### config.mk
export PLATFORM = sky130hd
export DESIGN_NAME = tweetboard
export DESIGN_NICKNAME = d
export VERILOG_FILES = /design/src/rtl/tweetboard.sv
export SDC_FILE = /design/constraint.sdc
export NUM_CORES = 1
export LEC_CHECK = 0
export BUFFER_PORTS_ARGS = -buffer_cell sky130_fd_sc_hd__buf_2
export CORE_AREA = 2 2 314 316
export DETAILED_ROUTE_END_ITERATION = 6
export DIE_AREA = 0 0 316 318
export HOLD_SLACK_MARGIN = 0.02
export PLACE_DENSITY = 0.73
export SYNTH_ARGS = -nofsm -noshare
export SYNTH_HDL_FRONTEND = slang
export SYNTH_SLANG_ARGS = --single-unit
export TNS_END_PERCENT = 20
### constraint.sdc
create_clock -name sysclk -period 2.59 [get_ports sysclk]
set_clock_uncertainty 0.1 [all_clocks]
set_input_delay 0.259 -clock sysclk [delete_from_list [all_inputs] [get_ports sysclk]]
set_output_delay 0.259 -clock sysclk [all_outputs]
set_load 0.02 [all_outputs]
### src/rtl/tweetboard.sv
// tweetboard: UART "tweet" buffer.
// Receives 8N1 bytes on serialIn into a DEPTH-byte buffer. A debounced press of
// btn_write replays the buffer back-to-back as 8N1 on out and then empties it.
// Optional feature macro: TWEETBOARD_DEBUG_EN. When it is defined, out_debug and
// in_debug mirror the serial lines. When it is not defined, both are tied high.
module tweetboard #(
    parameter int unsigned CLK_HZ       = 50_000_000,
    parameter int unsigned BAUD         = 9600,
    parameter int unsigned DEPTH        = 140,
    parameter int unsigned DEBOUNCE_CYC = 50_000
) (
    input  logic sysclk,
    input  logic reset,
    input  logic serialIn,
    input  logic btn_write,
    output logic out,
    output logic out_debug,
    output logic in_debug
);

    localparam int unsigned BIT_CYC  = CLK_HZ / BAUD;
    localparam int unsigned HALF_CYC = BIT_CYC / 2;
    localparam int unsigned BCW      = $clog2(BIT_CYC + 1);
    localparam int unsigned DCW      = $clog2(DEBOUNCE_CYC + 1);
    localparam int unsigned CNTW     = $clog2(DEPTH + 1);
    localparam int unsigned PTRW     = (DEPTH > 1) ? $clog2(DEPTH) : 1;

    localparam logic [BCW-1:0]  BIT_LAST  = BCW'(BIT_CYC - 1);
    localparam logic [BCW-1:0]  HALF_LAST = BCW'(HALF_CYC - 1);
    localparam logic [DCW-1:0]  DEB_LAST  = DCW'(DEBOUNCE_CYC - 1);
    localparam logic [CNTW-1:0] DEPTH_C   = CNTW'(DEPTH);

    localparam logic [1:0] RX_IDLE  = 2'd0;
    localparam logic [1:0] RX_START = 2'd1;
    localparam logic [1:0] RX_DATA  = 2'd2;
    localparam logic [1:0] RX_STOP  = 2'd3;

    localparam logic [1:0] TX_IDLE  = 2'd0;
    localparam logic [1:0] TX_START = 2'd1;
    localparam logic [1:0] TX_DATA  = 2'd2;
    localparam logic [1:0] TX_STOP  = 2'd3;

    // Synchroniser and edge-history registers
    logic rx_meta_q, rx_sync_q, rx_prev_q;
    logic btn_meta_q, btn_sync_q;

    // RX state
    logic [1:0]     rx_state_q, rx_state_d;
    logic [BCW-1:0] rx_cnt_q, rx_cnt_d;
    logic [2:0]     rx_bit_q, rx_bit_d;
    logic [7:0]     rx_shift_q, rx_shift_d;
    logic           rx_done_q, rx_done_d;

    // Debouncer state
    logic           deb_level_q, deb_level_d;
    logic           deb_prev_q;
    logic [DCW-1:0] deb_cnt_q, deb_cnt_d;
    logic           btn_rise;

    // TX and buffer state
    logic [1:0]      tx_state_q, tx_state_d;
    logic [BCW-1:0]  tx_cnt_q, tx_cnt_d;
    logic [2:0]      tx_bit_q, tx_bit_d;
    logic [7:0]      tx_shift_q, tx_shift_d;
    logic [PTRW-1:0] rd_ptr_q, rd_ptr_d;
    logic [CNTW-1:0] count_q, count_d;
    logic            out_q, out_d;
    logic            store;
    logic            tx_go;
    logic [7:0]      tx_byte;
    logic [7:0]      mem_q [DEPTH];

    // Two-flop synchronisers; RX history resets to the idle-high line level
    always_ff @(posedge sysclk) begin
        if (!reset) begin
            rx_meta_q  <= 1'b1;
            rx_sync_q  <= 1'b1;
            rx_prev_q  <= 1'b1;
            btn_meta_q <= 1'b0;
            btn_sync_q <= 1'b0;
        end else begin
            rx_meta_q  <= serialIn;
            rx_sync_q  <= rx_meta_q;
            rx_prev_q  <= rx_sync_q;
            btn_meta_q <= btn_write;
            btn_sync_q <= btn_meta_q;
        end
    end

    // RX next state: mid-bit sampling, stop bit decides whether the byte is kept
    always_comb begin
        rx_state_d = rx_state_q;
        rx_cnt_d   = rx_cnt_q;
        rx_bit_d   = rx_bit_q;
        rx_shift_d = rx_shift_q;
        rx_done_d  = 1'b0;
        case (rx_state_q)
            RX_IDLE: begin
                rx_cnt_d = '0;
                rx_bit_d = '0;
                if (rx_prev_q && !rx_sync_q) rx_state_d = RX_START;
            end
            RX_START: begin
                if (rx_cnt_q == HALF_LAST) begin
                    rx_cnt_d   = '0;
                    rx_state_d = rx_sync_q ? RX_IDLE : RX_DATA;
                end else begin
                    rx_cnt_d = rx_cnt_q + 1'b1;
                end
            end
            RX_DATA: begin
                if (rx_cnt_q == BIT_LAST) begin
                    rx_cnt_d   = '0;
                    rx_shift_d = {rx_sync_q, rx_shift_q[7:1]};
                    rx_bit_d   = rx_bit_q + 1'b1;
                    if (rx_bit_q == 3'd7) rx_state_d = RX_STOP;
                end else begin
                    rx_cnt_d = rx_cnt_q + 1'b1;
                end
            end
            RX_STOP: begin
                if (rx_cnt_q == BIT_LAST) begin
                    rx_cnt_d   = '0;
                    rx_done_d  = rx_sync_q;
                    rx_state_d = RX_IDLE;
                end else begin
                    rx_cnt_d = rx_cnt_q + 1'b1;
                end
            end
            default: rx_state_d = RX_IDLE;
        endcase
    end

    // RX registers
    always_ff @(posedge sysclk) begin
        if (!reset) begin
            rx_state_q <= RX_IDLE;
            rx_cnt_q   <= '0;
            rx_bit_q   <= '0;
            rx_shift_q <= '0;
            rx_done_q  <= 1'b0;
        end else begin
            rx_state_q <= rx_state_d;
            rx_cnt_q   <= rx_cnt_d;
            rx_bit_q   <= rx_bit_d;
            rx_shift_q <= rx_shift_d;
            rx_done_q  <= rx_done_d;
        end
    end

    // Debouncer next state: level follows input only after a full stable run
    always_comb begin
        deb_level_d = deb_level_q;
        deb_cnt_d   = '0;
        if (btn_sync_q != deb_level_q) begin
            if (deb_cnt_q == DEB_LAST) begin
                deb_level_d = btn_sync_q;
            end else begin
                deb_cnt_d = deb_cnt_q + 1'b1;
            end
        end
    end

    // Debouncer registers
    always_ff @(posedge sysclk) begin
        if (!reset) begin
            deb_level_q <= 1'b0;
            deb_prev_q  <= 1'b0;
            deb_cnt_q   <= '0;
        end else begin
            deb_level_q <= deb_level_d;
            deb_prev_q  <= deb_level_q;
            deb_cnt_q   <= deb_cnt_d;
        end
    end

    assign btn_rise = deb_level_q & ~deb_prev_q;
    // The buffer is frozen while TX runs; a full buffer drops new bytes.
    assign store    = rx_done_q && (tx_state_q == TX_IDLE) && (count_q != DEPTH_C);
    // A byte being stored this cycle counts toward starting TX, so a press that
    // coincides with completion still sends it.
    assign tx_go    = btn_rise && (tx_state_q == TX_IDLE) && ((count_q != '0) || store);
    assign tx_byte  = mem_q[rd_ptr_q];

    // TX next state: back-to-back frames until every buffered byte is sent
    always_comb begin
        tx_state_d = tx_state_q;
        tx_cnt_d   = tx_cnt_q;
        tx_bit_d   = tx_bit_q;
        tx_shift_d = tx_shift_q;
        rd_ptr_d   = rd_ptr_q;
        count_d    = count_q;
        out_d      = out_q;
        if (store) count_d = count_q + 1'b1;
        case (tx_state_q)
            TX_IDLE: begin
                out_d    = 1'b1;
                tx_cnt_d = '0;
                if (tx_go) begin
                    tx_state_d = TX_START;
                    out_d      = 1'b0;
                    rd_ptr_d   = '0;
                end
            end
            TX_START: begin
                if (tx_cnt_q == BIT_LAST) begin
                    tx_cnt_d   = '0;
                    tx_bit_d   = '0;
                    out_d      = tx_byte[0];
                    tx_shift_d = {1'b0, tx_byte[7:1]};
                    tx_state_d = TX_DATA;
                end else begin
                    tx_cnt_d = tx_cnt_q + 1'b1;
                end
            end
            TX_DATA: begin
                if (tx_cnt_q == BIT_LAST) begin
                    tx_cnt_d = '0;
                    if (tx_bit_q == 3'd7) begin
                        out_d      = 1'b1;
                        tx_state_d = TX_STOP;
                    end else begin
                        out_d      = tx_shift_q[0];
                        tx_shift_d = {1'b0, tx_shift_q[7:1]};
                        tx_bit_d   = tx_bit_q + 1'b1;
                    end
                end else begin
                    tx_cnt_d = tx_cnt_q + 1'b1;
                end
            end
            TX_STOP: begin
                if (tx_cnt_q == BIT_LAST) begin
                    tx_cnt_d = '0;
                    if (CNTW'(rd_ptr_q) + 1'b1 == count_q) begin
                        tx_state_d = TX_IDLE;
                        count_d    = '0;
                        rd_ptr_d   = '0;
                    end else begin
                        tx_state_d = TX_START;
                        out_d      = 1'b0;
                        rd_ptr_d   = rd_ptr_q + 1'b1;
                    end
                end else begin
                    tx_cnt_d = tx_cnt_q + 1'b1;
                end
            end
            default: tx_state_d = TX_IDLE;
        endcase
    end

    // TX and buffer-occupancy registers
    always_ff @(posedge sysclk) begin
        if (!reset) begin
            tx_state_q <= TX_IDLE;
            tx_cnt_q   <= '0;
            tx_bit_q   <= '0;
            tx_shift_q <= '0;
            rd_ptr_q   <= '0;
            count_q    <= '0;
            out_q      <= 1'b1;
        end else begin
            tx_state_q <= tx_state_d;
            tx_cnt_q   <= tx_cnt_d;
            tx_bit_q   <= tx_bit_d;
            tx_shift_q <= tx_shift_d;
            rd_ptr_q   <= rd_ptr_d;
            count_q    <= count_d;
            out_q      <= out_d;
        end
    end

    // Buffer storage; contents are meaningful only below count_q
    always_ff @(posedge sysclk) begin
        if (store) mem_q[PTRW'(count_q)] <= rx_shift_q;
    end

    assign out = out_q;

`ifdef TWEETBOARD_DEBUG_EN
    assign out_debug = out_q;
    assign in_debug  = rx_sync_q;
`else
    assign out_debug = 1'b1;
    assign in_debug  = 1'b1;
`endif

endmodule

## After elaboration in Yosys (flattened, before gate mapping)

Memories as Yosys holds them, arrays and structs flattened. A register that Yosys moved wholly into a read port is not among the register bits.
Cells that the tools add are included.

| word-level totals | value |
|---|---|
| memories kept | 1 |
| RAM bits | 1120 |
| register bits after elaboration | 93 |
| logic and storage cells | 132 |
| output and inout bits | 3 |

Memories:

| name | depth | bits a word | read ports | clocked after memory_dff | write ports | line | RTL |
|---|---|---|---|---|---|---|---|
| mem_q | 140 | 8 | 1 | 1 | 1 | 71 | `logic [7:0] mem_q [DEPTH];` |

| operators by class | value |
|---|---|
| reduce and logical (&&, ||, !) cells | 25 |
| bitwise operators | 4 |
| eq/ne operators | 27 |
| add/subtract/negate cells | 7 |
| mux-type cells | 48 |

Operator list:

| operator | count |
|---|---|
| $mux W8 | 12 |
| $mux W13 | 3 |
| $pmux W13 S3 | 1 |
| $pmux W8 S2 | 2 |
| $add A13 B1 Y13 const B | 2 |
| $eq A13 B13 Y1 const B | 2 |
| $pmux W13 S2 | 1 |
| $ne A2 B2 Y1 const B | 12 |
| $mux W2 | 11 |
| $add A16 B1 Y16 const B | 1 |
| $add A8 B1 Y8 const B | 2 |
| $eq A16 B16 Y1 const B | 1 |
| $pmux W2 S4 | 2 |
| $eq A13 B12 Y1 const B | 1 |
| $mux W3 | 4 |
| $pmux W3 S2 | 2 |
| $reduce_and A5 Y1 | 2 |
| $mux W1 | 9 |
| $eq A2 B2 Y1 const B | 4 |
| $eq A8 B8 Y1 | 1 |
| $ne A8 B8 Y1 const B | 1 |
| $reduce_and A4 Y1 | 2 |
| $reduce_bool A8 Y1 | 1 |
| $add A3 B1 Y3 const B | 2 |
| 15 further kinds | 30 |

## Depth between registers and ports, before layout

Gate-level depths: netlist (run 1).

| depth | value |
|---|---|
| depth in word-level cells | 9 |
| mapped depth | 11 |
| depth with buffers taken out | 8 |

## Worst setup path after synthesis (run 1)

Ideal clock, no wire load.

| timing path | value |
|---|---|
| path type | register to register |
| start | register rx_shift_q[1] |
| end | memory mem_q[0][1], data pin |
| arrival | 2001 ps |
| period minus slack after synthesis | 2664 ps |
| data required time | 1927 ps |
| setup slack | -74 ps |
| buffers on the path | 0 |
| cell stages (with the launch flop) | 1 |
| cell sequence | dfxtp_1 |

RTL lines:

| item | line | RTL |
|---|---|---|
| start, declared | 51 | `logic [7:0] rx_shift_q, rx_shift_d;` |
| start signal, assigned | 146 | `rx_shift_q <= rx_shift_d;` |
| end, declared | 71 |  |

No word-level cell before the write port.

==> results by group, run 1 <==
Route
  • Detail Route Antenna Nets: 0
  • Routed vias: 25600
  • DR DRC count: 0
  • Routed vias/inst: 6.17
  • Pre-Repair DR Iteration Count: 6
  • Routed wire length: 118000 microns
  • Detailed Route Iter0 Violations: 3190
  • Routed length per instance: 28.5 microns

Cells and area
  • Most frequent cells in the layout: edfxtp_1, mux4_2, buf_4
  • Final core occ: 0.581
  • Area Growth Syn to Fin: 17.7%
  • Most common cell after layout, fill and taps aside: edfxtp_1
  • Fillers: 6838
  • Ant diodes: 0
  • Final nets: 2778
  • Share of cells above drive strength 1: 0.329

Die
  • Die W: 316 microns
  • Die footprint: 100000 sq um
  • I/O pin count: 7
  • Row cnt: 115
  • Die height: 318 microns
  • Initial Util: 0.494
  • Placeable Area: 97400 sq um

Clock tree
  • CTS tree: done
  • Worst-Skew Late Latency: 0.73 ns
  • Clock root buffer: clkbuf_16
  • Clock sink count: 1220
  • Clock slew at reported path FFs: 0.06 ns
  • Deepest clock path buffer count: 3
  • H-tree depth: 3
  • TritonCTS buffer count: 119

Setup path
  • Worst Path Max Fanout: 11
  • CP required: 3.10 ns
  • Worst setup SP type: flop
  • CP endpoint kind: flop
  • CP most frequent cell: buf_12
  • Worst path buffer plus inverter count: 3
  • Critical path class: reg -> reg
  • Largest stage delay, worst path: 0.53 ns
  • Crit path max-delay cell type: mux4_2
  • Critical Path AT: 3.20 ns
  • CP Cell Sequence: buf_12, buf_16, buf_12, mux4_2, mux2i_2, o22ai_1, a211oi_2, and3_4, a21oi_1
  • Worst path top cell family by delay: multiplexers

Place
  • I/O Buffers: 4
  • Post-DP HPWL: 74100 microns
  • Gp weighted congestion: 0.901

GRT
  • Vias in the first global route: 26000
  • First-pass GRT wire length: 174000 microns
  • Tot GR Track Use: 0.236
  • Largest net degree at the start of global routing: 143
  • Congestion Overflow GR: 0
  • Initial antenna violation count: 0

Timing
  • TNS Setup: -0.439 ns
  • Slew Limit Headroom: 0.457
  • Slew Limit Fails: 0
  • RSZ-0062 raised after global routing: true
  • Hold Slack: 0.359 ns
  • Setup ws final: -0.101 ns
  • Final hold vios: 0
  • Worst-Margin Slew: 0.811 ns
  • Period utilisation layout: 1.04
  • Period minus WS final: 2.69 ns
  • Max Fclk: 372 MHz
  • Setup Viol. Count Final: 7

Worst hold path
  • Worst Hold Class: reg -> reg

Synthesis
  • Post-synth EDFFs: 1120
  • Synth Instances: 2509
  • Syn Area/Cell: 19.2 sq um
  • Synthesized area: 48100 sq um
  • Top_reg_cell synth: edfxtp_1
  • Async set-reset flop share out of synthesis: 0
  • Synth Register Bits: 1220
  • Synth cell types: 74
  • Sequential share of the synthesized area: 0.741
  • Synthesis warning total: 0

Run status
  • Status: complete, but fails checks
  • Failing checks: negative setup slack

Flow run
  • Max-cap violation count: 0

Power and ir drop
  • Cell leakage power: 17.6 nW
  • Power Density: 679 nW/um^2
  • Max IR drop VDD: 0.000527 V
path summary, 6_finish.rpt:
path              slack (ns)       endpoint  depth (start not counted)       from
setup / recovery       -0.10  tx_shift_q[3]                          9       flop
hold / removal          0.36      rx_sync_q                          1  rx_meta_q
setup reg to reg       -0.10  tx_shift_q[3]                          9       flop
hold reg to reg         0.36      rx_sync_q                          1  rx_meta_q
metal layers:
| layer | global-route usage | wire, microns | share of wire |
|---|---|---|---|
| met2 | 0.376 | 58000 | 0.49 |
| met1 | 0.329 | 45400 | 0.38 |
| met4 | 0.0888 | 4770 | 0.040 |
| met5 | 0 | 0 | 0 |
| met3 | 0.0413 | 9880 | 0.084 |
Yosys cell counts (all sizes together) (8+ instances only):
cell    number  area [sq um]
inv         21          78.8
a221oi      11          96.3
ha          17           213
nand2      113           424
o21ai       31           155
xor2        24           210
or3         10          62.6
clkbuf      55           208
buf         81           428
nor2       235           882
and2         8          50.1
mux2i       56           561
o22ai       11          68.8
dfxtp      100          2000
nand4       14          87.6
xnor2       25           219
edfxtp    1120         33600
nand3       69           345
nand2b      12          75.1
mux4       308          6940
mux2        12           135
a211oi       9          67.6
nor3        14          75.1
and3        13          81.3
o211ai       8          60.1
a21oi       37           185
nor2b       18           113
sequential cells by signal, summed over array words and instances, names as in the netlist, named ones only:
signal,cells
tx_shift_q,7
deb_level_q,1
tx_cnt_q,13
btn_meta_q,1
rx_prev_q,1
count_q,8
mem_q,1120
rx_done_q,1
rx_sync_q,1
deb_prev_q,1
rx_state_q,1
tx_bit_q,3
rd_ptr_q,8
rx_shift_q,8
out,1
btn_sync_q,1
deb_cnt_q,16
tx_state_q,2
rx_bit_q,3
rx_meta_q,1
rx_cnt_q,13
area by class of cell:
class / instances / area, sq um / share of cell area
Timing Repair Buffer: 262 / 2930 / 0.0518
Multi-Input combinational cell: 1133 / 12500 / 0.220
Sequential cell: 1220 / 35700 / 0.630
Clock buffer: 143 / 3140 / 0.0555
Clock inverter: 82 / 688 / 0.0122
Inverter: 21 / 78.8 / 0.00139
Tap cell: 1287 / 1610 / 0.0284
cell families after synthesis:
logic type / Yosys count / share of synthesized area
adders and majority gates: 17 / 0.00442
buffers and inverters: 157 / 0.0148
muxes: 376 / 0.159
other: 1 / 0.0000779
AOI/OAI and AO/OA: 156 / 0.0223
xor gates and xnor gates: 49 / 0.00892
and+or+nand+nor: 533 / 0.0503
DFF: 1220 / 0.741
through the flow:
stage / area [sq um] / worst slack, ns / total power [mW] / instances
2_1_floorplan: 48100 / -0.0725 / 21.8 / 2510
6_report: 56600 / -0.101 / 38.4 / 4148
3_5_place_dp: 51300 / -0.488 / 21.9 / 3871
5_1_grt: 56600 / -0.162 / 39.4 / 4148
4_1_cts: 56100 / -0.118 / 38.6 / 4130
3_3_place_gp: 51300 / -0.476 / 21.8 / 3871
where the power goes:
part / leakage (nW) / switching [mW] / total [mW] / internal (mW)
sequential: 11.2 / 0.0156 / 21.2 / 21.2
clock: 1.87 / 7.41 / 17.0 / 9.55
combinational: 4.52 / 0.176 / 0.285 / 0.110
total: 17.6 / 7.60 / 38.4 / 30.8
what timing repair did:
action                                  4_1_cts  5_1_grt
hold buffers                                  5        0
resized for setup                           158       92
endpoints found under the setup margin      711      624
pin swaps                                    15       12
gates cloned                                  7        3
hold endpoints to repair                     32        0
buffers inserted                             23       16
(Power assumes the default switching activity.)
==> run 2, diff against run 1 <==
--- a/config.mk
+++ b/config.mk
@@ -7,8 +7,11 @@
 export LEC_CHECK = 0
 export BUFFER_PORTS_ARGS = -buffer_cell sky130_fd_sc_hd__buf_2
 export CORE_AREA = 2 2 314 316
+export CTS_BUF_LIST = sky130_fd_sc_hd__clkbuf_8
+export CTS_CLUSTER_SIZE = 30
 export DETAILED_ROUTE_END_ITERATION = 6
 export DIE_AREA = 0 0 316 318
+export GPL_ROUTABILITY_DRIVEN = 0
 export HOLD_SLACK_MARGIN = 0.02
 export PLACE_DENSITY = 0.73
 export SYNTH_ARGS = -nofsm -noshare
==> run 2 against run 1 <==
The run still ends with negative setup slack left. Die area stayed put. Non-clock buffer count down 4. Worst hold slack got worse by 0.034 ns. Sequential share of layout area is 0.35 points higher. Via count up 1.9%. Register-to-register slack worse by 0.02 ns. Routed wire length decreased by 0.81%. Count of clock-buffer cells in the layout rose by 51. Critical path depth did not move. Sequential cell count unchanged. Final cell count rose by 2.6%.
==> results by group, run 2 (same netlist as run 1, synthesis figures left out) <==
Setup path
  • Worst setup SP type: flop
  • CP required: 3.22 ns
  • Critical Path AT: 3.35 ns
  • Critical path class: reg -> reg
  • R2R setup slack: -0.12 ns
  • CP endpoint kind: flop
  • CP most frequent cell: buf_16
  • Worst Path Max Fanout: 15
  • CP Cell Sequence: buf_16, buf_16, buf_4, mux4_2, mux2i_2, o22ai_2, a211oi_2, and3_4, a21oi_1
  • R2r endpoint: tx_shift_q[3]
  • Largest stage delay, worst path: 0.50 ns
  • R2R depth: 9
  • Crit path max-delay cell type: mux4_2

GRT
  • First-pass GRT wire length: 173000 microns
  • Tot GR Track Use: 0.235
  • Congestion Overflow GR: 0
  • Vias in the first global route: 26600
  • Largest net degree at the start of global routing: 72
  • Initial antenna violation count: 2
  • GRT met2 Usage: 0.370
  • GR Util met3: 0.0487
  • GR Util met1: 0.325
  • Gr busiest metal: met2

Timing
  • Slew Limit Headroom: 0.306
  • Setup Viol. Count Final: 7
  • Max Fclk: 368 MHz
  • Final hold vios: 0
  • Hold Slack: 0.325 ns
  • RSZ-0062 raised after global routing: true
  • Setup ws final: -0.124 ns
  • TNS Setup: -0.659 ns
  • Slew Limit Fails: 0
  • Period utilisation layout: 1.05
  • Worst-Margin Slew: 1.04 ns
  • Period minus WS final: 2.71 ns

Cells and area
  • Most common cell after layout, fill and taps aside: edfxtp_1
  • Area Growth Syn to Fin: 17.0%
  • Most frequent cells in the layout: edfxtp_1, mux4_2, clkbuf_8
  • Fillers: 6882
  • Max FFs per register: 1120
  • Biggest register: mem_q
  • Largest regs: mem_q: 1120 flops, deb_cnt_q: 16 flops
  • Cell Count, Final, Fillers Out: 4254
  • Share of cells above drive strength 1: 0.339
  • Final nets: 2842

Worst hold path
  • Hold Startpoint: reset
  • Hold EP: rx_prev_q
  • Hold depth: 4
  • Worst Hold Class: in -> reg

Route
  • Detailed Route Iter0 Violations: 3468
  • DR DRC count: 0
  • Routed vias: 26100
  • Routed wire length: 117000 microns
  • Pre-Repair DR Iteration Count: 6
  • Routed vias/inst: 6.13
  • Routed length per instance: 27.5 microns
  • Detail Route Antenna Nets: 0

Clock tree
  • Worst-Skew Late Latency: 0.86 ns
  • Clock slew at reported path FFs: 0.07 ns
  • Clock root buffer: clkbuf_8
  • H-tree depth: 4
  • Deepest clock path buffer count: 3
  • TritonCTS buffer count: 187
  • Clock sink count: 1220
  • CTS tree: done

Die
  • Die height: 318 microns
  • Placeable Area: 97400 sq um
  • Die W: 316 microns
  • Row cnt: 115
  • Initial Util: 0.494
  • I/O pin count: 7
  • Die footprint: 100000 sq um

Run status
  • Status: complete, but fails checks
  • Failing checks: negative setup slack

Power and ir drop
  • Max IR drop VDD: 0.000403 V
  • Cell leakage power: 17.7 nW
  • Power Density: 646 nW/um^2

Place
  • Post-DP HPWL: 73400 microns
  • I/O Buffers: 4
  • Placed cell count: 3879

Flow run
  • Max-cap violation count: 0
## run 2: worst max-delay path, delay by kind of cell (launching register included)
family          cells  cell delay [ns]
mux                 2             0.72
buf+inv             3             0.53
compound gates      3             0.51
flops               1             0.44
simple gates        1             0.28
## run 2: how the worst max path moves through the flow
stage	depth (start not counted)	to	start	slack, ns
CTS	9	tx_shift_q[2]	flop	-0.1
floorplan	0	mem_q[0][7]	rx_shift_q[7]	-0.07
global route	8	tx_shift_q[3]	flop	-0.20
detailed placement	8	tx_shift_q[2]	flop	-0.47
global placement	8	tx_shift_q[2]	flop	-0.55
finish	9	tx_shift_q[3]	flop	-0.12
## run 2: per-layer routing
layer  vias up  share of wire
met1     13500           0.38
met3       263          0.098
met4         0          0.033
li1      10800              -
met2      1518           0.48
met5         -              0
## run 2: timing repair
action	CTS	global route
buffers inserted	15	9
hold endpoints to repair	34	0
pin swaps	7	14
gates cloned	9	1
hold buffers	7	0
gates resized for setup	181	84
endpoints found under the setup margin	855	413
## run 2: power by group
part | switching (mW) | total [mW] | leakage (nW) | internal (mW)
Sequential | 0.0149 | 21.2 | 11.2 | 21.2
Combinational | 0.176 | 0.289 | 4.49 | 0.113
Clock | 7.50 | 14.9 | 1.98 | 7.39
Total | 7.69 | 36.4 | 17.7 | 28.7
## run 2: final cells by class
type / count / area, sq um / area share
well taps: 1287 / 1610 / 0.0286
multi-input cells: 1133 / 12600 / 0.223
inverters: 21 / 78.8 / 0.00140
diodes: 2 / 5.00 / 0.0000889
clock buffers: 194 / 2670 / 0.0474
flip-flops and latches: 1220 / 35700 / 0.634
clock inverters: 139 / 781 / 0.0139
repair buffers: 258 / 2920 / 0.0519
## run 2: stage by stage
stage	setup WS [ns]	cell area (sq um)	utilization	power, mW
after floorplan	-0.0725	48100	-	21.8
after global placement	-0.548	51300	0.527	21.8
after detailed placement	-0.473	51300	0.527	21.9
after CTS	-0.0997	55800	0.573	36.6
after global routing	-0.203	56300	0.578	37.5
final	-0.124	56300	0.578	36.4
